<file path="config.mk">
export PLATFORM = sky130hd
export DESIGN_NAME = fsm_trace_fifo_flat
export DESIGN_NICKNAME = d
export VERILOG_FILES = /design/src/rtl/fsm_trace_fifo_if.sv /design/src/rtl/fsm_trace_fifo.sv /design/src/flat_wrapper.sv
export SDC_FILE = /design/constraint.sdc
export NUM_CORES = 1
export LEC_CHECK = 0
export BUFFER_PORTS_ARGS = -buffer_cell sky130_fd_sc_hd__buf_2
export CAP_MARGIN = 20
export CORE_MARGIN = 2
export CORE_UTILIZATION = 45
export DETAILED_ROUTE_END_ITERATION = 16
export PLACE_DENSITY = 0.58
export SLEW_MARGIN = 20
export SYNTH_ARGS = -nofsm -noshare
export SYNTH_HDL_FRONTEND = slang
export SYNTH_SLANG_ARGS = --single-unit
</file>
<file path="constraint.sdc">
create_clock -name clock -period 3.6 [get_ports clock]
set_clock_uncertainty 0.15 [all_clocks]
set_input_delay 0.72 -clock clock [delete_from_list [all_inputs] [get_ports clock]]
set_output_delay 0.72 -clock clock [all_outputs]
set_load 0.1 [all_outputs]
</file>
<file path="src/rtl/fsm_trace_fifo_if.sv">
// Read-side handshake bundle of the state-trace FIFO.
// The FIFO drives the head record; the consumer drives out_ready.
interface fsm_trace_fifo_if #(
  parameter int WIDTH    = 4,
  parameter int TS_WIDTH = 8
);
  logic                out_valid;
  logic                out_ready;
  logic [WIDTH-1:0]    out_state;
  logic [TS_WIDTH-1:0] out_cycle;

  modport master (
    output out_valid,
    output out_state,
    output out_cycle,
    input  out_ready
  );

  modport slave (
    input  out_valid,
    input  out_state,
    input  out_cycle,
    output out_ready
  );
endinterface

</file>
<file path="src/rtl/fsm_trace_fifo.sv">
// Traces the fsm state code y into a FIFO of (state, cycle stamp) records,
// optionally keeping only state changes, drained over a valid/ready port.
module fsm_trace_fifo #(
  parameter int WIDTH       = 4,
  parameter int TS_WIDTH    = 8,
  parameter int DEPTH       = 16,
  parameter int CHANGE_ONLY = 1
) (
  input  logic                       clock,
  input  logic                       reset_n,
  input  logic                       clear,
  input  logic                       en,
  input  logic [WIDTH-1:0]           y,
  fsm_trace_fifo_if.master           out_if,
  output logic [$clog2(DEPTH):0]     count,
  output logic                       overflow
);
  localparam int AW = $clog2(DEPTH);
  localparam int CW = AW + 1;
  localparam logic [AW-1:0]       PTR_ONE = AW'(1'b1);
  localparam logic [CW-1:0]       CNT_ONE = CW'(1'b1);
  localparam logic [CW-1:0]       CNT_FULL = CW'(DEPTH);
  localparam logic [TS_WIDTH-1:0] TS_ONE  = TS_WIDTH'(1'b1);
  localparam logic                KEEP_ALL = (CHANGE_ONLY == 0);

  logic [WIDTH-1:0]    state_mem_q [DEPTH];
  logic [TS_WIDTH-1:0] cycle_mem_q [DEPTH];

  logic [AW-1:0]       wr_ptr_q, wr_ptr_d;
  logic [AW-1:0]       rd_ptr_q, rd_ptr_d;
  logic [CW-1:0]       count_q, count_d;
  logic [TS_WIDTH-1:0] stamp_q, stamp_d;
  logic [WIDTH-1:0]    last_y_q, last_y_d;
  logic                last_valid_q, last_valid_d;
  logic                overflow_q, overflow_d;

  logic push_req_s, push_s, pop_s, drop_s, full_s, empty_s, mem_we_s;

  assign empty_s    = (count_q == {CW{1'b0}});
  assign full_s     = (count_q == CNT_FULL);
  assign push_req_s = en & (KEEP_ALL | ~last_valid_q | (y != last_y_q));
  assign pop_s      = ~empty_s & out_if.out_ready;
  // A full FIFO still accepts a push when the head leaves on the same edge.
  assign push_s     = push_req_s & (~full_s | pop_s);
  assign drop_s     = push_req_s & full_s & ~pop_s;
  assign mem_we_s   = push_s & ~clear;

  // Next-state logic for pointers, occupancy, stamp, change tracking and overflow.
  always_comb begin
    wr_ptr_d     = wr_ptr_q;
    rd_ptr_d     = rd_ptr_q;
    count_d      = count_q;
    stamp_d      = stamp_q;
    last_y_d     = last_y_q;
    last_valid_d = last_valid_q;
    overflow_d   = overflow_q;
    if (clear) begin
      wr_ptr_d     = {AW{1'b0}};
      rd_ptr_d     = {AW{1'b0}};
      count_d      = {CW{1'b0}};
      stamp_d      = {TS_WIDTH{1'b0}};
      last_y_d     = {WIDTH{1'b0}};
      last_valid_d = 1'b0;
      overflow_d   = 1'b0;
    end else begin
      if (en) begin
        stamp_d      = stamp_q + TS_ONE;
        last_y_d     = y;
        last_valid_d = 1'b1;
      end else begin
        stamp_d      = stamp_q;
      end
      if (push_s) begin
        wr_ptr_d = wr_ptr_q + PTR_ONE;
      end else begin
        wr_ptr_d = wr_ptr_q;
      end
      if (pop_s) begin
        rd_ptr_d = rd_ptr_q + PTR_ONE;
      end else begin
        rd_ptr_d = rd_ptr_q;
      end
      if (drop_s) begin
        overflow_d = 1'b1;
      end else begin
        overflow_d = overflow_q;
      end
      case ({push_s, pop_s})
        2'b10:   count_d = count_q + CNT_ONE;
        2'b01:   count_d = count_q - CNT_ONE;
        default: count_d = count_q;
      endcase
    end
  end

  // Control state registers.
  always_ff @(posedge clock or negedge reset_n) begin
    if (!reset_n) begin
      wr_ptr_q     <= {AW{1'b0}};
      rd_ptr_q     <= {AW{1'b0}};
      count_q      <= {CW{1'b0}};
      stamp_q      <= {TS_WIDTH{1'b0}};
      last_y_q     <= {WIDTH{1'b0}};
      last_valid_q <= 1'b0;
      overflow_q   <= 1'b0;
    end else begin
      wr_ptr_q     <= wr_ptr_d;
      rd_ptr_q     <= rd_ptr_d;
      count_q      <= count_d;
      stamp_q      <= stamp_d;
      last_y_q     <= last_y_d;
      last_valid_q <= last_valid_d;
      overflow_q   <= overflow_d;
    end
  end

  // Record storage; contents are only observable through an occupied slot.
  always_ff @(posedge clock) begin
    if (mem_we_s) begin
      state_mem_q[wr_ptr_q] <= y;
      cycle_mem_q[wr_ptr_q] <= stamp_q;
    end
  end

  assign out_if.out_valid = ~empty_s;
  assign out_if.out_state = empty_s ? {WIDTH{1'b0}}    : state_mem_q[rd_ptr_q];
  assign out_if.out_cycle = empty_s ? {TS_WIDTH{1'b0}} : cycle_mem_q[rd_ptr_q];
  assign count            = count_q;
  assign overflow         = overflow_q;
endmodule

</file>
<file path="src/flat_wrapper.sv">
// flat-port wrapper written by rule: the top's interface ports become plain ports
module fsm_trace_fifo_flat 
#(
  parameter int WIDTH       = 4,
  parameter int TS_WIDTH    = 8,
  parameter int DEPTH       = 16,
  parameter int CHANGE_ONLY = 1
)
  (clock, reset_n, clear, en, y, count, overflow, out_if_out_valid, out_if_out_state, out_if_out_cycle, out_if_out_ready);
  fsm_trace_fifo_if #(.WIDTH(WIDTH), .TS_WIDTH(TS_WIDTH)) out_if_i ();
  input  logic clock;
  input  logic reset_n;
  input  logic clear;
  input  logic en;
  input  logic [WIDTH-1:0] y;
  output logic [$clog2(DEPTH):0] count;
  output logic overflow;
  output wire logic [$bits(out_if_i.out_valid)-1:0] out_if_out_valid;
  output wire logic [$bits(out_if_i.out_state)-1:0] out_if_out_state;
  output wire logic [$bits(out_if_i.out_cycle)-1:0] out_if_out_cycle;
  input wire logic [$bits(out_if_i.out_ready)-1:0] out_if_out_ready;
  assign out_if_out_valid = out_if_i.out_valid;
  assign out_if_out_state = out_if_i.out_state;
  assign out_if_out_cycle = out_if_i.out_cycle;
  assign out_if_i.out_ready = out_if_out_ready;
  fsm_trace_fifo #(.WIDTH(WIDTH), .TS_WIDTH(TS_WIDTH), .DEPTH(DEPTH), .CHANGE_ONLY(CHANGE_ONLY)) u_core (.clock(clock), .reset_n(reset_n), .clear(clear), .en(en), .y(y), .out_if(out_if_i), .count(count), .overflow(overflow));
endmodule
</file>
* Word-level counts from Yosys, hierarchy flattened
Memory sizes are Yosys's and may differ from the RTL's.
Index checks and enable logic that the tools add are counted.
** Operators by class
- $add $sub $neg :: 5
- Equal/unequal tests :: 4
- Multiplexer cells :: 18
- Bitwise operators :: 13
- Reductions and logical operators :: 6
** Operators by type and width (count)
- two-way mux 4 bit :: 7
- two-way mux 8 bit :: 3
- case mux 5 bit (2 select lines) :: 1
- adder 4 x 1 -> 4 bit, second input constant :: 2
- adder 8 x 1 -> 8 bit, second input constant :: 1
- nonzero test 2 bit :: 4
- AND 1 bit :: 6
- two-way mux 1 bit :: 6
- adder 5 x 1 -> 5 bit, second input constant :: 1
- equality test 5 bit, second input constant :: 1
- zero test 5 bit :: 1
- two-way mux 5 bit :: 1
- inverter 1 bit :: 5
- subtractor 5 x 1 -> 5 bit, second input constant :: 1
- != test 4 bit :: 1
- nonzero test 3 bit :: 1
- equality test 2 x 1 -> 1 bit, second input constant :: 1
- equality test 2 bit, second input constant :: 1
- OR 1 bit :: 2
** Word-level totals
- Flip-flop bits (word level) :: 27
- Memory bits (writable) :: 192
- Output and inout port bits :: 19
- Logic and storage cells :: 55
- Memories :: 2
** Memory list
- u_core.cycle_mem_q :: words 16, width 8, rd ports 1, clocked after Yosys merged registers in 0, write ports 1, line fsm_trace_fifo.sv:27 : logic [TS_WIDTH-1:0] cycle_mem_q [DEPTH];
- u_core.state_mem_q :: words 16, width 4, rd ports 1, clocked after Yosys merged registers in 0, write ports 1, line fsm_trace_fifo.sv:26 : logic [WIDTH-1:0] state_mem_q [DEPTH];

* Logic depth before layout (Yosys ltp)
- Word-level depth :: 8
- Mapped depth :: 9
- Mapped depth without buffers :: 9

* Worst setup path before layout
OpenSTA, ideal clock, no wires.
- Path type :: flip-flop to output port
- Start point :: register u_core.count_q[0] (netlist: u_core.count[0])
- End point :: output out_if_out_cycle[1]
- Arrival time :: 3.287 ns
- Slack :: -0.557 ns
- Cell stages (with the launch flop) :: 5
- Buffers on the path :: 1
- Cell sequence :: dfrtp_1 > or4_4 > or2_4 > clkbuf_1 > and2_1
** On the way
- Word-level cells in the longest chain between the ends :: 2
** RTL lines
- start: declaration :: line fsm_trace_fifo.sv:31 : logic [CW-1:0] count_q, count_d;
- start signal: assignment :: line fsm_trace_fifo.sv:101 : count_q <= {CW{1'b0}};
- start signal: assignment :: line fsm_trace_fifo.sv:109 : count_q <= count_d;
- zero test 5 bit :: line fsm_trace_fifo.sv:39 : assign empty_s = (count_q == {CW{1'b0}});
- two-way mux 8 bit :: line fsm_trace_fifo.sv:127 : assign out_if.out_cycle = empty_s ? {TS_WIDTH{1'b0}} : cycle_mem_q[rd_ptr_q];
- end: declaration :: line flat_wrapper.sv:20 : output wire logic [$bits(out_if_i.out_cycle)-1:0] out_if_out_cycle;
No other way between the ends.

* Worst setup path after layout
- Start point :: register u_core.rd_ptr_q[0]
- End point :: output out_if_out_cycle[2]
** On the way
- Word-level cells in the longest chain between the ends :: 2
** RTL lines
- start: declaration :: line fsm_trace_fifo.sv:30 : logic [AW-1:0] rd_ptr_q, rd_ptr_d;
- start signal: assignment :: line fsm_trace_fifo.sv:100 : rd_ptr_q <= {AW{1'b0}};
- start signal: assignment :: line fsm_trace_fifo.sv:108 : rd_ptr_q <= rd_ptr_d;
- memory (16 x 8 bit)
- two-way mux 8 bit :: line fsm_trace_fifo.sv:127
No other way between the ends.

==> impl_metrics.ini <==
[synthesis]
yosysWarnings = 0
synth_compound_area_share_pct = 1.752
synthXorXnorAreaFrac_pct = 1.373
synthArstFlopShare_pct = 12.33
ys_ff_latch = 219
syn-num-nets = 470
yosys.area_share.simple_pct = 5.255
synth_seq_area_share_pct = 72.14
ys_types = 38
syn_inst = 451
synth_edf_count = 192
netlist_area_sq_um = 8929
synth_area_per_cell_sq_um = 19.80
synthFlopType = edfxtp_1
synthAdderAreaFrac_pct = 1.485
synth_mux_area_share_pct = 16.77
synth_top_family_by_area = multiplexers

[timing]
period_share_pct = 99.17
setup_ws_ns = 0.02993
slew_headroom_pct = 45.36
setup_tns_ns = 0
whs_ns = 0.09590
tightest_slew_ns = 0.8197
setup_viol = 0
rsz0062_at_grt = true
slew_viol_final = 0
fin_crit_ns = 3.570
max_freq_mhz = 280.1
finalHoldViolations = 0

[setup_path]
arrival_ns = 2.70
worstPathCellList = buf_6, mux4_2, mux4_2, and2_2, buf_4
cp.buffers_inverters = 2
r2r_setup_slack_ns = 0.45
slowest_stage = dfrtp_4
crit_type = register to output port
path_common_cell = mux4_2
worstSetupStartpointType = register
cp_top_family = multiplexers
crit_path_max_fanout = 9
max_stage_delay_ns = 0.53
worstPathRequired_ns = 2.73
end_kind = output port

[cts]
clock-sinks = 219
cts_tree = built
cts_made_buffers = 23
clk_pin_slew_ns = 0.07
cts_root_buffer = clkbuf_16
clockBufferDepth = 3
htree_levels = 1
clock_latency_ns = 0.51

[die]
start_util_pct = 45.88
rows = 51
fp.dieH_um = 144.9
core_region_area_sq_um = 19460
die-area_sq_um = 20980
die_width_um = 144.9
io_pins = 28

[final_layout]
fillCellCount = 1539
antenna_cells = 0
multi_input_area_sq_um = 2392
drive_gt1_share_pct = 30.92
stdcell_area_sq_um = 10350
register_area_sq_um = 6446
final_common_cell = edfxtp_1
layout_common_cells = edfxtp_1, mux4_2, buf_4
post-route-util_pct = 53.17
finalNonFillerCells = 789
syn_to_final_growth_pct = 15.89
nets = 528

[placement]
pre_cts_ws_ns = 0.3305
postPlaceCellArea_sq_um = 9532
dp_cells = 744
gp_congestion = 0.7383
port_buffers = 27
dp_hpwl_um = 11090

[routing]
antenna_left = 0
wl_per_cell_um = 23.88
drt_iter0_drc = 318
drc_errors = 0
via_count = 4415
wl_um = 18840
dr.pass1.iters = 4
vias_per_cell = 5.596

[global_routing]
grt_use_total_pct = 18.81
gr-total-overflow = 0
grt_max_degree = 52
grt_first_pass_wirelength_um = 28350
first_global_vias = 4622
antenna_found_initial = 0

[flow_run]
drv_cap = 0

[power]
power_density_nw_per_um2 = 720.9
ir_drop_mv = 0.3400
p_leak_nw = 3.547
power_mw = 7.459

[outcome]
outcome = completed

[hold_path]
hp-class = input pin to asynchronous set/reset pin
-- worst register-to-register path, delay by kind of cell, from the launching register on --
kind | cells | cell delay, ns
mux | 1 | 0.14
compound gates | 4 | 0.81
flops | 1 | 0.45
simple gates | 3 | 1.01
fa+ha+maj | 1 | 0.44
-- Yosys cell counts (2+ instances only) --
| cell | instances | area [sq um] |
|---|---|---|
| a21o_1 | 3 | 22.52 |
| a21oi_1 | 5 | 25.02 |
| and2_1 | 14 | 87.58 |
| and3_1 | 17 | 106.4 |
| buf_1 | 2 | 7.510 |
| buf_2 | 6 | 30.03 |
| clkbuf_1 | 14 | 52.55 |
| dfrtp_1 | 27 | 675.7 |
| edfxtp_1 | 192 | 5766 |
| ha_1 | 9 | 112.6 |
| inv_1 | 3 | 11.26 |
| mux2_2 | 4 | 45.04 |
| mux2i_1 | 9 | 90.09 |
| mux4_2 | 60 | 1351 |
| nand2_1 | 6 | 22.52 |
| nand2b_1 | 4 | 25.02 |
| nand3_1 | 3 | 15.01 |
| nand4_1 | 4 | 25.02 |
| nor2_1 | 24 | 90.09 |
| nor2b_1 | 7 | 43.79 |
| nor3_1 | 3 | 15.01 |
| o21a_1 | 2 | 15.01 |
| o21ai_0 | 4 | 20.02 |
| or3_1 | 3 | 18.77 |
| xnor2_1 | 7 | 61.31 |
| xor2_1 | 7 | 61.31 |
-- state kept, by name (all words and copies together), names as in the netlist --
signal               cells
u_core.count             5
u_core.cycle_mem_q     128
u_core.last_valid_q      1
u_core.last_y_q          4
u_core.overflow          1
u_core.rd_ptr_q          4
u_core.stamp_q           8
u_core.state_mem_q      64
u_core.wr_ptr_q          4
-- area by class of cell --
cell class | instances | area share, %
Clock buffer | 36 | 6.131
Clock inverter | 4 | 0.1693
Inverter | 3 | 0.1088
Multi-Input combinational cell | 206 | 23.12
Sequential cell | 219 | 62.30
Tap cell | 265 | 3.204
Timing Repair Buffer | 56 | 4.970
-- layer usage --
layer	wire (um)	global-route usage, %
met1	7923	25.35
met2	9805	32.70
met3	837	3.060
met4	275	3.832
met5	0	0
-- worst paths after layout --
check,cells after the start,endpoint,start
max in group asynchronous,1,u_core.rd_ptr_q[0],reset_n
worst min-delay path,1,u_core.count[1],reset_n
worst max register to register,9,u_core.count[4],u_core.count[0]
worst min register to register,2,u_core.last_valid_q,u_core.last_valid_q
min in group clock,2,u_core.last_valid_q,u_core.last_valid_q
worst max-delay path,5,out_if_out_cycle[2],u_core.rd_ptr_q[0]
-- kinds of logic (layout without fill, tap and decap cells) --
logic type,count (synthesis),count (layout)
compound gates,21,21
buf+inv,26,99
mux,74,74
flops,219,219
xor+xnor,14,14
fa+ha+maj,10,10
simple gates,87,87
-- where the power goes --
group	leakage [nW]	internal (mW)	switching (mW)
logic	1.13	0.806	1.66
registers	2.10	2.82	0.0803
clock network	0.316	1.20	0.897
total	3.55	4.83	2.63
-- what timing repair did --
item / 4_1_cts / 5_1_grt
setup endpoints to repair: 12 / 11
cloned: 1 / 1
resized for setup: 13 / 17
buffers inserted: 3 / 0
hold buffers: 0 / 0
hold endpoints to repair: 0 / 0
Note: power is estimated with default switching activity, not from simulation.
